[src/rtl/ahb_decoder_dp.sv]
// ahb_decoder_dp: AHB address decoder with a registered data-phase select, a built-in
// two-cycle ERROR default slave and a saturating decode-error counter. Define AHB_DEC_REMAP_EN for boot remap.

module ahb_dec_region #(
   parameter int            SW       = 22,
   parameter logic [SW-1:0] LOW      = '0,
   parameter logic [SW-1:0] HIGH     = '0,
   parameter logic [SW-1:0] ALT_LOW  = '0,
   parameter logic [SW-1:0] ALT_HIGH = '0
) (
   input  logic [SW-1:0] slice,
   input  logic          use_alt,
   output logic          hit
);
   logic [SW-1:0] lo, hi;

   assign lo  = use_alt ? ALT_LOW  : LOW;
   assign hi  = use_alt ? ALT_HIGH : HIGH;
   assign hit = (slice >= lo) && (slice <= hi);
endmodule

module ahb_decoder_dp #(
   parameter int SLV_NUM        = 4,
   parameter int AHB_ADDR_WIDTH = 32,
   parameter int REGION_LSB     = 10,
   parameter logic [SLV_NUM*(AHB_ADDR_WIDTH-REGION_LSB)-1:0] SLV_LOW  = '0,
   parameter logic [SLV_NUM*(AHB_ADDR_WIDTH-REGION_LSB)-1:0] SLV_HIGH = '0,
   parameter int ERR_CNT_W      = 8
) (
   input  logic                      hclk,
   input  logic                      hreset_n,
   input  logic [AHB_ADDR_WIDTH-1:0] haddr,
   input  logic [1:0]                htrans,
   input  logic                      hready,
`ifdef AHB_DEC_REMAP_EN
   input  logic                      hremap,
`endif
   input  logic                      err_cnt_clr,
   output logic [SLV_NUM-1:0]        hsel,
   output logic                      default_slv_sel,
   output logic [SLV_NUM:0]          hsel_dp,
   output logic                      def_hready_out,
   output logic                      def_hresp,
   output logic [ERR_CNT_W-1:0]      err_cnt
);
   localparam int SW = AHB_ADDR_WIDTH - REGION_LSB;

   typedef enum logic [1:0] {DS_IDLE, DS_ERR1, DS_ERR2} ds_state_t;

   ds_state_t        state;
   logic [SW-1:0]    slice;
   logic [SLV_NUM-1:0] hit;
   logic             remap_q;
   logic             err_start;
   logic             err_inc;

   assign slice = haddr[AHB_ADDR_WIDTH-1:REGION_LSB];

`ifdef AHB_DEC_REMAP_EN
   always_ff @(posedge hclk or negedge hreset_n) begin
      if (!hreset_n) remap_q <= 1'b0;
      else           remap_q <= hremap;
   end
`else
   assign remap_q = 1'b0;
`endif

   // Slaves 0 and 1 carry each other's window as the alternate (remap) map.
   for (genvar i = 0; i < SLV_NUM; i++) begin : g_slv
      localparam int ALT = (SLV_NUM >= 2 && i < 2) ? (i ^ 1) : i;
      ahb_dec_region #(
         .SW      (SW),
         .LOW     (SLV_LOW [i*SW +: SW]),
         .HIGH    (SLV_HIGH[i*SW +: SW]),
         .ALT_LOW (SLV_LOW [ALT*SW +: SW]),
         .ALT_HIGH(SLV_HIGH[ALT*SW +: SW])
      ) u_rgn (
         .slice  (slice),
         .use_alt(remap_q),
         .hit    (hit[i])
      );
   end

   // Scan from the top down so the lowest-index hit is the one left standing.
   always_comb begin
      hsel = '0;
      for (int i = SLV_NUM-1; i >= 0; i--) begin
         if (hit[i]) begin
            hsel    = '0;
            hsel[i] = 1'b1;
         end
      end
   end

   assign default_slv_sel = ~|hit;

   always_ff @(posedge hclk or negedge hreset_n) begin
      if (!hreset_n)    hsel_dp <= '0;
      else if (hready)  hsel_dp <= (htrans == 2'b00) ? '0 : {default_slv_sel, hsel};
   end

   assign err_start = hready & default_slv_sel & htrans[1];
   assign err_inc   = err_start & (state != DS_ERR1);

   always_ff @(posedge hclk or negedge hreset_n) begin
      if (!hreset_n) begin
         state          <= DS_IDLE;
         def_hready_out <= 1'b1;
         def_hresp      <= 1'b0;
      end else begin
         case (state)
            DS_ERR1: begin
               state          <= DS_ERR2;
               def_hready_out <= 1'b1;
               def_hresp      <= 1'b1;
            end
            default: begin
               if (err_start) begin
                  state          <= DS_ERR1;
                  def_hready_out <= 1'b0;
                  def_hresp      <= 1'b1;
               end else begin
                  state          <= DS_IDLE;
                  def_hready_out <= 1'b1;
                  def_hresp      <= 1'b0;
               end
            end
         endcase
      end
   end

   always_ff @(posedge hclk or negedge hreset_n) begin
      if (!hreset_n)                 err_cnt <= '0;
      else if (err_cnt_clr)          err_cnt <= '0;
      else if (err_inc && ~&err_cnt) err_cnt <= err_cnt + 1'b1;
   end
endmodule

[config.mk]
export PLATFORM = sky130hd
export DESIGN_NAME = ahb_decoder_dp
export DESIGN_NICKNAME = d
export VERILOG_FILES = /design/src/rtl/ahb_decoder_dp.sv
export SDC_FILE = /design/constraint.sdc
export NUM_CORES = 1
export LEC_CHECK = 0
export BUFFER_PORTS_ARGS = -buffer_cell sky130_fd_sc_hd__buf_2
export CAP_MARGIN = 20
export CORE_AREA = 2 2 50 52
export CTS_CLUSTER_SIZE = 10
export DETAILED_ROUTE_END_ITERATION = 10
export DIE_AREA = 0 0 52 54
export PLACE_DENSITY = 0.84
export SETUP_SLACK_MARGIN = 0.1
export SKIP_LAST_GASP = 1
export SLEW_MARGIN = 20
export SYNTH_ARGS = -nofsm -noshare
export SYNTH_HDL_FRONTEND = slang
export SYNTH_HIERARCHICAL = 1
export SYNTH_SLANG_ARGS = --single-unit
[constraint.sdc]
create_clock -name hclk -period 3.75 [get_ports hclk]
set_clock_uncertainty 0.15 [all_clocks]
set_input_delay 0.75 -clock hclk [delete_from_list [all_inputs] [get_ports hclk]]
set_output_delay 0.75 -clock hclk [all_outputs]
set_load 0.05 [all_outputs]
# [Yosys cells after proc, flatten, opt, wreduce, memory -nomap -nowiden]
# Cells that the tools add are included.
[totals] reg_bits=17 input_bits=38
[classes] n_addsub=1 n_lt_le_gt_ge=2 eq_ne=2 mux=10 bitwise=3 reduce_logical=7
[ops] cell="greater-or-equal comparator 22 x 1 -> 1 bit, second input constant" n=1
[ops] cell="less-or-equal comparator 22 x 1 -> 1 bit, second input constant" n=1
[ops] cell="2-to-1 mux 8 bit" n=2
[ops] cell="adder 8 x 1 -> 8 bit, second input constant" n=1
[ops] cell="AND reduction 8 bit" n=1
[ops] cell="2-to-1 mux 1 bit" n=6
[ops] cell="2-to-1 mux 5 bit" n=1
[ops] cell="bitwise AND 1 bit" n=3
[ops] cell="equality test 2 x 1 -> 1 bit, second input constant" n=1
[ops] cell="logical AND 1 bit" n=2
[ops] cell="logical NOT 1 bit" n=2
[ops] cell="logical NOT 2 bit" n=1
[ops] cell="2-to-1 mux 2 bit" n=1
[ops] cell="!= test 2 x 1 -> 1 bit, second input constant" n=1
[ops] cell="nonzero test 2 bit" n=1

# [Depth between registers and ports, before layout]
# Gate-level depths: netlist of the first run.
[depth] ltp_word=9 mapped_depth=8 depth_no_buf=8

# [Modules after synthesis]
# The synthesis of the first run kept the hierarchy.
[modules_own_cells] mod="ahb_decoder_dp" instances=1 cells_each=86 area_per_inst_um2=829.5
[modules_own_cells] mod="ahb_dec_region" instances=4 cells_each=7 area_per_inst_um2=51.3

# [Worst setup path before layout of the first run]
# Ideal clock, no wire load.
[synth_timing] path_type="input-to-output" start="input haddr[17]" end="output hsel[1] (netlist name)" arrival_ns=2.509 required_time_ns=2.850 setup_slack_ns=0.341 cell_stages=3 cell_sequence="or4_1 nor4_2 nor2b_1"
[synth_rtl] item="start, declared" line_no="32" source="input logic [AHB_ADDR_WIDTH-1:0] haddr,"

==> results.yml, run 1 <==
worst_setup_path:
  critical_path_class: "in -> out"
  crit_path_start_kind: "input port"
  cp_slowest_cell: "or4_1"
  path_cells: "buf_2 -> or4_1 -> nor4_2 -> nor2b_1 -> buf_2"
  worstPathArrival_ps: 2380
  ff2ff_setup_slack_ps: 1710
  required_ps: 2850
  critPathCaptureType: "output pin"
  critPathMostFrequentCell: "buf_2"
  slowest_delay_ps: 530
  crit_fanout: 4
clocking:
  clk_path_buf_depth: 2
  tritoncts: "built"
  postCtsHoldBufs: 0
  post-cts-setup-buffers: 0
  clock_sinks: 17
  htree_levels: 1
  numCtsBuffers: 3
  cts-root-buf: "clkbuf_4"
  insertion_delay_ps: 300
  cts.clk_slew.worst_paths_ps: 110
  cts-resized-gates: 0
job:
  cap_violations: 0
yosys:
  syn_area_um2: 1030
  synth_area_per_cell_um2: 9.12
  syn-instance-count: 113
  ys.warnings.count: 6
  synth_fp_nets: 152
placed_design:
  gp_congestion: 0.814
  dp_hpwl_um: 2020
  dp.cells: 186
  portBuffers: 47
  dp_slack_ps: 476
  dpl_cell_area_um2: 1290
timing:
  maxSlewHeadroom_pct: 67.1
  worstMarginPinSlew_ps: 489
  slew_violations: 0
  rsz0062_at_grt: "false"
  fin_ws_ps: 469
  fmax_mhz: 305
  finalHoldViolCount: 0
  finalSetupViolations: 0
  fin_crit_sh_pct: 87.5
  fin_crit_ps: 3280
  setup_tns_ps: 0
grt:
  grtUsageMet3_pct: 5.00
  grt.overflow.total: 0
  met1_usage_pct: 21.8
  grt_usage_pct: 20.3
  antenna_found_initial: 0
  grt_max_degree: 18
  grt_first_pass_wirelength_um: 4110
  grtUsageMet2_pct: 39.0
  first_global_vias: 965
  top_usage_layer: "met2"
floorplan:
  boundaryPins: 58
  core_um2: 2320
  initial_core_util_pct: 44.4
  die_w_um: 52
  die_area_um2: 2810
  die_y_um: 54
  num_rows: 18
pwr:
  seq_power_share_pct: 53.7
  p_leak_nw: 0.621
  p_sw_share_pct: 30.4
  p_switching_mw: 0.108
  peakVddDrop_mv: 0.286
  clockPowerShare_pct: 28.9
  power_frac_comb_pct: 17.4
  internal_power_mw: 0.247
  p_per_area_nw_per_um2: 270
final_layout:
  final_area_um2: 1320
  drive_gt1_share_pct: 36.9
  n_antenna_cell: 0
  final_cells: 190
  final_net_count: 200
  syn_to_final_growth_pct: 27.5
  post-route-util_pct: 56.7
  fill_cells: 225
route:
  final_antenna_net_count: 0
  drc_errors: 0
  drtIter0Drc: 8
  drt-vias-per-instance: 5.67
  vias: 1078
  wirelength_um: 2580
  wl_per_cell_um: 13.6
  firstDrtPassIters: 4
outcome:
  outcome: "finished, final reports clean"
min_path:
  holdCritPathClass: "in -> async"
==> worst paths after layout <==
check	start	endpoint	depth (start not counted)
max	haddr[17]	hsel[1]	5
min	hreset_n	hsel_dp[0]$_DFFE_PN0P_	1
max reg2reg	err_cnt[0]$_DFFE_PN0P_	err_cnt[5]$_DFFE_PN0P_	5
min reg2reg	state[0]$_DFF_PN0_	state[1]$_DFF_PN0_	2
max in group asynchronous	hreset_n	def_hready_out$_DFF_PN1_	1
min in group hclk	state[0]$_DFF_PN0_	state[1]$_DFF_PN0_	2
==> stage by stage <==
stage               total power [mW]  hold WS [ps]
detailed placement             0.256           354
global route                   0.370           221
CTS                            0.355           214
global placement               0.253           332
floorplan                      0.222           304
finish                         0.355           194
==> state kept, by name (all words and copies together), names as in the netlist <==
| name | count |
|---|---|
| def_hready_out | 1 |
| hsel_dp | 5 |
| state | 2 |
| def_hresp | 1 |
| err_cnt | 8 |
==> critical path: cells and delay by family <==
family / cells / cell delay [ps]
simple gates: 3 / 1230
buf+inv: 2 / 400
==> metal layers <==
metal,vias up,part of all wire [%]
met4,0,1.2
met1,504,41
li1,545,-
met2,25,53
met5,-,0
met3,4,4.7
==> cell type report <==
class	count	area [µm²]	share of cell area [%]
clock buffer	3	22.5	1.71
multi-input combinational	80	539	41.0
sequential	17	427	32.4
inverter	11	41.3	3.14
clock inverter	1	5.00	0.381
timing repair buffer	48	243	18.5
tap	30	37.5	2.85
==> layout by cell type, fill, tap and decap left out, types with 2 or more instances in the layout <==
cell / n
a21oi_1: 5
and3_1: 3
buf_2: 47
clkbuf_4: 3
dfrtp_1: 16
inv_1: 11
nand2_1: 6
nand3_1: 4
nand4_1: 4
nor2_1: 2
nor3_1: 4
nor4_1: 16
nor4_2: 4
o211ai_1: 2
o21ai_0: 5
o22ai_1: 3
o31ai_1: 2
or4_1: 6
==> power by group through the flow <==
stage	Sequential [mW]	Combinational, mW	Clock, mW
5_1_grt	0.191	0.0679	0.111
4_1_cts	0.191	0.0621	0.102
3_3_place_gp	0.194	0.0588	0
2_1_floorplan	0.207	0.0153	0
6_report	0.191	0.0619	0.102
3_5_place_dp	0.194	0.0618	0
Note: power is estimated with default switching activity, not from simulation.
==> inputs of run 2 (changes only) <==
--- a/config.mk
+++ b/config.mk
@@ -5,7 +5,7 @@
 export SDC_FILE = /design/constraint.sdc
 export NUM_CORES = 1
 export LEC_CHECK = 0
-export BUFFER_PORTS_ARGS = -buffer_cell sky130_fd_sc_hd__buf_2
+export BUFFER_PORTS_ARGS = -buffer_cell sky130_fd_sc_hd__buf_4
 export CAP_MARGIN = 20
 export CORE_AREA = 2 2 50 52
 export CTS_CLUSTER_SIZE = 10
==> results.yml, run 2 (same netlist as run 1, synthesis figures left out) <==
outcome:
  outcome: "finished, final reports clean"
pwr:
  p_per_area_nw_per_um2: 254
  p_leak_nw: 0.644
  power_mw: 0.363
  peakVddDrop_mv: 0.251
floorplan:
  die_w_um: 52
  die_area_um2: 2810
  initial_core_util_pct: 44.4
  num_rows: 18
  core_um2: 2320
  boundaryPins: 58
  die_y_um: 54
route:
  drt-vias-per-instance: 5.75
  wl_per_cell_um: 13.8
  drtIter0Drc: 23
  firstDrtPassIters: 4
  drc_errors: 0
  wirelength_um: 2610
  vias: 1092
  final_antenna_net_count: 0
worst_setup_path:
  crit-reg2reg-capture: "err_cnt[5]$_DFFE_PN0P_"
  worstPathArrival_ps: 2340
  crit_path_start_kind: "input port"
  critical_path_class: "in -> out"
  critPathCaptureType: "output pin"
  r2r-start: "err_cnt[0]$_DFFE_PN0P_"
  reg2regPathDepth: 5
  crit_fanout: 4
  required_ps: 2850
  ff2ff_setup_slack_ps: 1700
timing:
  rsz0062_at_grt: "false"
  fin_crit_ps: 3240
  worstMarginPinSlew_ps: 496
  slew_violations: 0
  finalSetupViolations: 0
  maxSlewHeadroom_pct: 66.7
  fin_crit_sh_pct: 86.4
  setup_tns_ps: 0
  finalHoldViolCount: 0
  fmax_mhz: 309
final_layout:
  top_regs: "err_cnt (8), hsel_dp (5), state (2)"
  fill_cells: 193
  layout_common_cells: "buf_4, dfrtp_1, nor4_1, inv_1"
  n_antenna_cell: 0
  layout_commonest_cell: "buf_4"
  drive_gt1_share_pct: 36.3
  final_net_count: 200
  largest_reg_flops: 8
  syn_to_final_growth_pct: 38.8
  largest-register: "err_cnt"
job:
  cap_violations: 0
clocking:
  htree_levels: 1
  numCtsBuffers: 3
  post-cts-setup-buffers: 0
  clock_sinks: 17
  clk_path_buf_depth: 2
  cts-root-buf: "clkbuf_4"
  tritoncts: "built"
  postCtsHoldBufs: 0
  cts-resized-gates: 0
  insertion_delay_ps: 300
  cts.clk_slew.worst_paths_ps: 100
placed_design:
  gp_congestion: 0.783
  dp_hpwl_um: 2050
  portBuffers: 47
grt:
  first_global_vias: 1049
  grt_max_degree: 18
  grt.overflow.total: 0
  antenna_found_initial: 0
  grt_first_pass_wirelength_um: 4560
  grt_usage_pct: 22.1
min_path:
  holdCritPathClass: "in -> async"
## run 2: critical path, cell delays in order
cell	delay, ps
buf_4	120
or4_1	540
nor4_2	460
nor2b_1	240
buf_4	220
## run 2: how the worst max path moves through the flow
stage                         start      end
after global placement    haddr[17]  hsel[1]
after detailed placement  haddr[17]  hsel[1]
after floorplan           haddr[17]  hsel[1]
after CTS                 haddr[17]  hsel[1]
after global routing      haddr[17]  hsel[1]
final                     haddr[17]  hsel[1]
## run 2: routing by layer
| layer | vias to the layer above | track usage [%] | wire length, µm | part of all wire [%] |
|---|---|---|---|---|
| met4 | 0 | 8.33 | 25 | 0.96 |
| li1 | 544 | - | - | - |
| met2 | 31 | 37.6 | 1370 | 53 |
| met1 | 513 | 26.9 | 1090 | 42 |
| met5 | - | 0 | 0 | 0 |
| met3 | 4 | 5.56 | 125 | 4.8 |
## run 2: where the power goes
group / internal, mW / switching, mW
combinational: 0.0292 / 0.0424
sequential: 0.188 / 0.00251
clock: 0.0415 / 0.0590
total: 0.259 / 0.104
## run 2: layout make-up
type	instances	area [µm²]	share of cell area, %
Clock buffer	4	26.3	1.84
Inverter	11	41.3	2.88
Multi-Input combinational cell	80	539	37.7
Sequential cell	17	427	29.8
Tap cell	30	37.5	2.62
Timing Repair Buffer	48	360	25.2
## run 2: per-stage QoR
stage	std cells	util [%]	instance area [µm²]	hold slack [ps]	setup WS (ps)
after floorplan	113	-	1030	304	341
after global placement	186	60.6	1410	334	541
after detailed placement	186	60.6	1410	345	508
after CTS	190	61.7	1430	142	508
after global routing	190	61.7	1430	142	406
final	190	61.7	1430	139	509
==> inputs of run 3 (changes only) <==
==> constraint.sdc (replaced) <==
create_clock -name hclk -period 3.75 [get_ports hclk]
set_clock_uncertainty 0.15 [all_clocks]
set_input_delay 0.75 -clock hclk [delete_from_list [all_inputs] [get_ports hclk]]
set_output_delay 0.75 -clock hclk [all_outputs]
set_load 0.1 [all_outputs]
==> results.yml, run 3 (same netlist as run 1, synthesis figures left out) <==
grt:
  grt_max_degree: 18
  grt.overflow.total: 0
  antenna_found_initial: 0
  grt_usage_pct: 19.0
  grt_first_pass_wirelength_um: 3990
  first_global_vias: 992
clocking:
  post-cts-setup-buffers: 0
  numCtsBuffers: 3
  postCtsHoldBufs: 0
  clock_sinks: 17
  cts-resized-gates: 0
  cts.clk_slew.worst_paths_ps: 90
  tritoncts: "built"
  cts-root-buf: "clkbuf_4"
  clk_path_buf_depth: 2
  insertion_delay_ps: 280
  htree_levels: 1
route:
  wirelength_um: 2740
  drt-vias-per-instance: 5.90
  wl_per_cell_um: 14.4
  wl_met1_um: 1120
  drc_errors: 0
  final_antenna_net_count: 0
  routed.top_layer: "met4"
  wl_met2_um: 1340
  met3_length_um: 280
  firstDrtPassIters: 6
  drtIter0Drc: 20
  vias: 1121
floorplan:
  die_w_um: 52
  num_rows: 18
  boundaryPins: 58
  die_y_um: 54
  initial_core_util_pct: 44.4
  die_area_um2: 2810
  core_um2: 2320
worst_setup_path:
  crit-reg2reg-capture: "err_cnt[5]$_DFFE_PN0P_"
  critical_path_class: "in -> out"
  required_ps: 2850
  slowest_delay_ps: 530
  critPathCaptureType: "output pin"
  crit_path_start_kind: "input port"
  ff2ff_setup_slack_ps: 1660
  critPathMostFrequentCell: "buf_4"
  path_cells: "buf_4 -> or4_1 -> nor4_2 -> nor2b_2 -> buf_4"
  crit_fanout: 4
  reg2regPathDepth: 5
  worstPathArrival_ps: 2400
  r2r-start: "err_cnt[0]$_DFFE_PN0P_"
  cp_slowest_cell: "or4_1"
final_layout:
  drive_gt1_share_pct: 36.9
  largest_reg_flops: 8
  syn_to_final_growth_pct: 39.1
  top_regs: "err_cnt (8), hsel_dp (5), state (2)"
  final_net_count: 200
  layout_commonest_cell: "buf_4"
  fill_cells: 193
  layout_common_cells: "buf_4, dfrtp_1, nor4_1, inv_1"
  largest-register: "err_cnt"
  n_antenna_cell: 0
  final_area_um2: 1430
min_path:
  holdCritPathClass: "in -> async"
outcome:
  outcome: "finished, final reports clean"
timing:
  slew_violations: 0
  rsz0062_at_grt: "false"
  fin_ws_ps: 445
  fin_crit_sh_pct: 88.1
  maxSlewHeadroom_pct: 68.3
  fmax_mhz: 303
  setup_tns_ps: 0
  finalSetupViolations: 0
  fin_crit_ps: 3300
  worstMarginPinSlew_ps: 472
  finalHoldViolCount: 0
pwr:
  p_per_area_nw_per_um2: 260
  p_leak_nw: 0.644
  peakVddDrop_mv: 0.152
placed_design:
  gp_congestion: 0.790
  dpl_cell_area_um2: 1410
  portBuffers: 47
  dp_hpwl_um: 2120
  dp_slack_ps: 439
job:
  cap_violations: 0
run 3: cell counts in the layout (fill, tap and decap cells not counted):
No cell type changed its count.
run 3: final cells by class:
class / count / area [µm²] / share of cell area [%]
tap: 30 / 37.5 / 2.62
multi-input combinational: 80 / 542 / 37.8
timing repair buffer: 48 / 360 / 25.1
inverter: 11 / 41.3 / 2.88
clock buffer: 4 / 26.3 / 1.83
sequential: 17 / 427 / 29.8
run 3: worst max-delay path by stage:
| stage | start | end | slack [ps] | cells after the start |
|---|---|---|---|---|
| final | haddr[17] | hsel[1] | 450 | 5 |
| after global routing | haddr[17] | hsel[1] | 350 | 5 |
| after CTS | haddr[17] | hsel[1] | 430 | 5 |
| after detailed placement | haddr[17] | hsel[1] | 440 | 5 |
| after global placement | haddr[17] | hsel[1] | 440 | 5 |
| after floorplan | haddr[17] | hsel[1] | 210 | 3 |
run 3: metal layers:
| metal | vias up | GRT usage, % |
|---|---|---|
| li1 | 543 | - |
| met1 | 516 | 22.2 |
| met2 | 60 | 36.1 |
| met3 | 2 | 2.50 |
| met4 | 0 | 5.26 |
| met5 | - | 0 |
run 3: stage by stage:
step	total power [mW]	hold WS [ps]	util, %	cells
5_1_grt	0.390	160	61.8	190
4_1_cts	0.376	167	61.8	190
3_5_place_dp	0.281	362	60.7	186
6_report	0.373	163	61.8	190
3_3_place_gp	0.278	345	60.7	186
2_1_floorplan	0.236	304	-	113
run 3: worst max-delay path, delay by kind of cell:
family	cells	cell delay [ps]
and+or+nand+nor	3	1230
buffers and inverters	2	420
run 3: power by group:
group | switching (mW) | leakage [nW] | internal, mW
sequential | 0.00271 | 0.228 | 0.188
clock | 0.0542 | 0.0150 | 0.0412
combinational | 0.0571 | 0.402 | 0.0293
total | 0.114 | 0.644 | 0.259
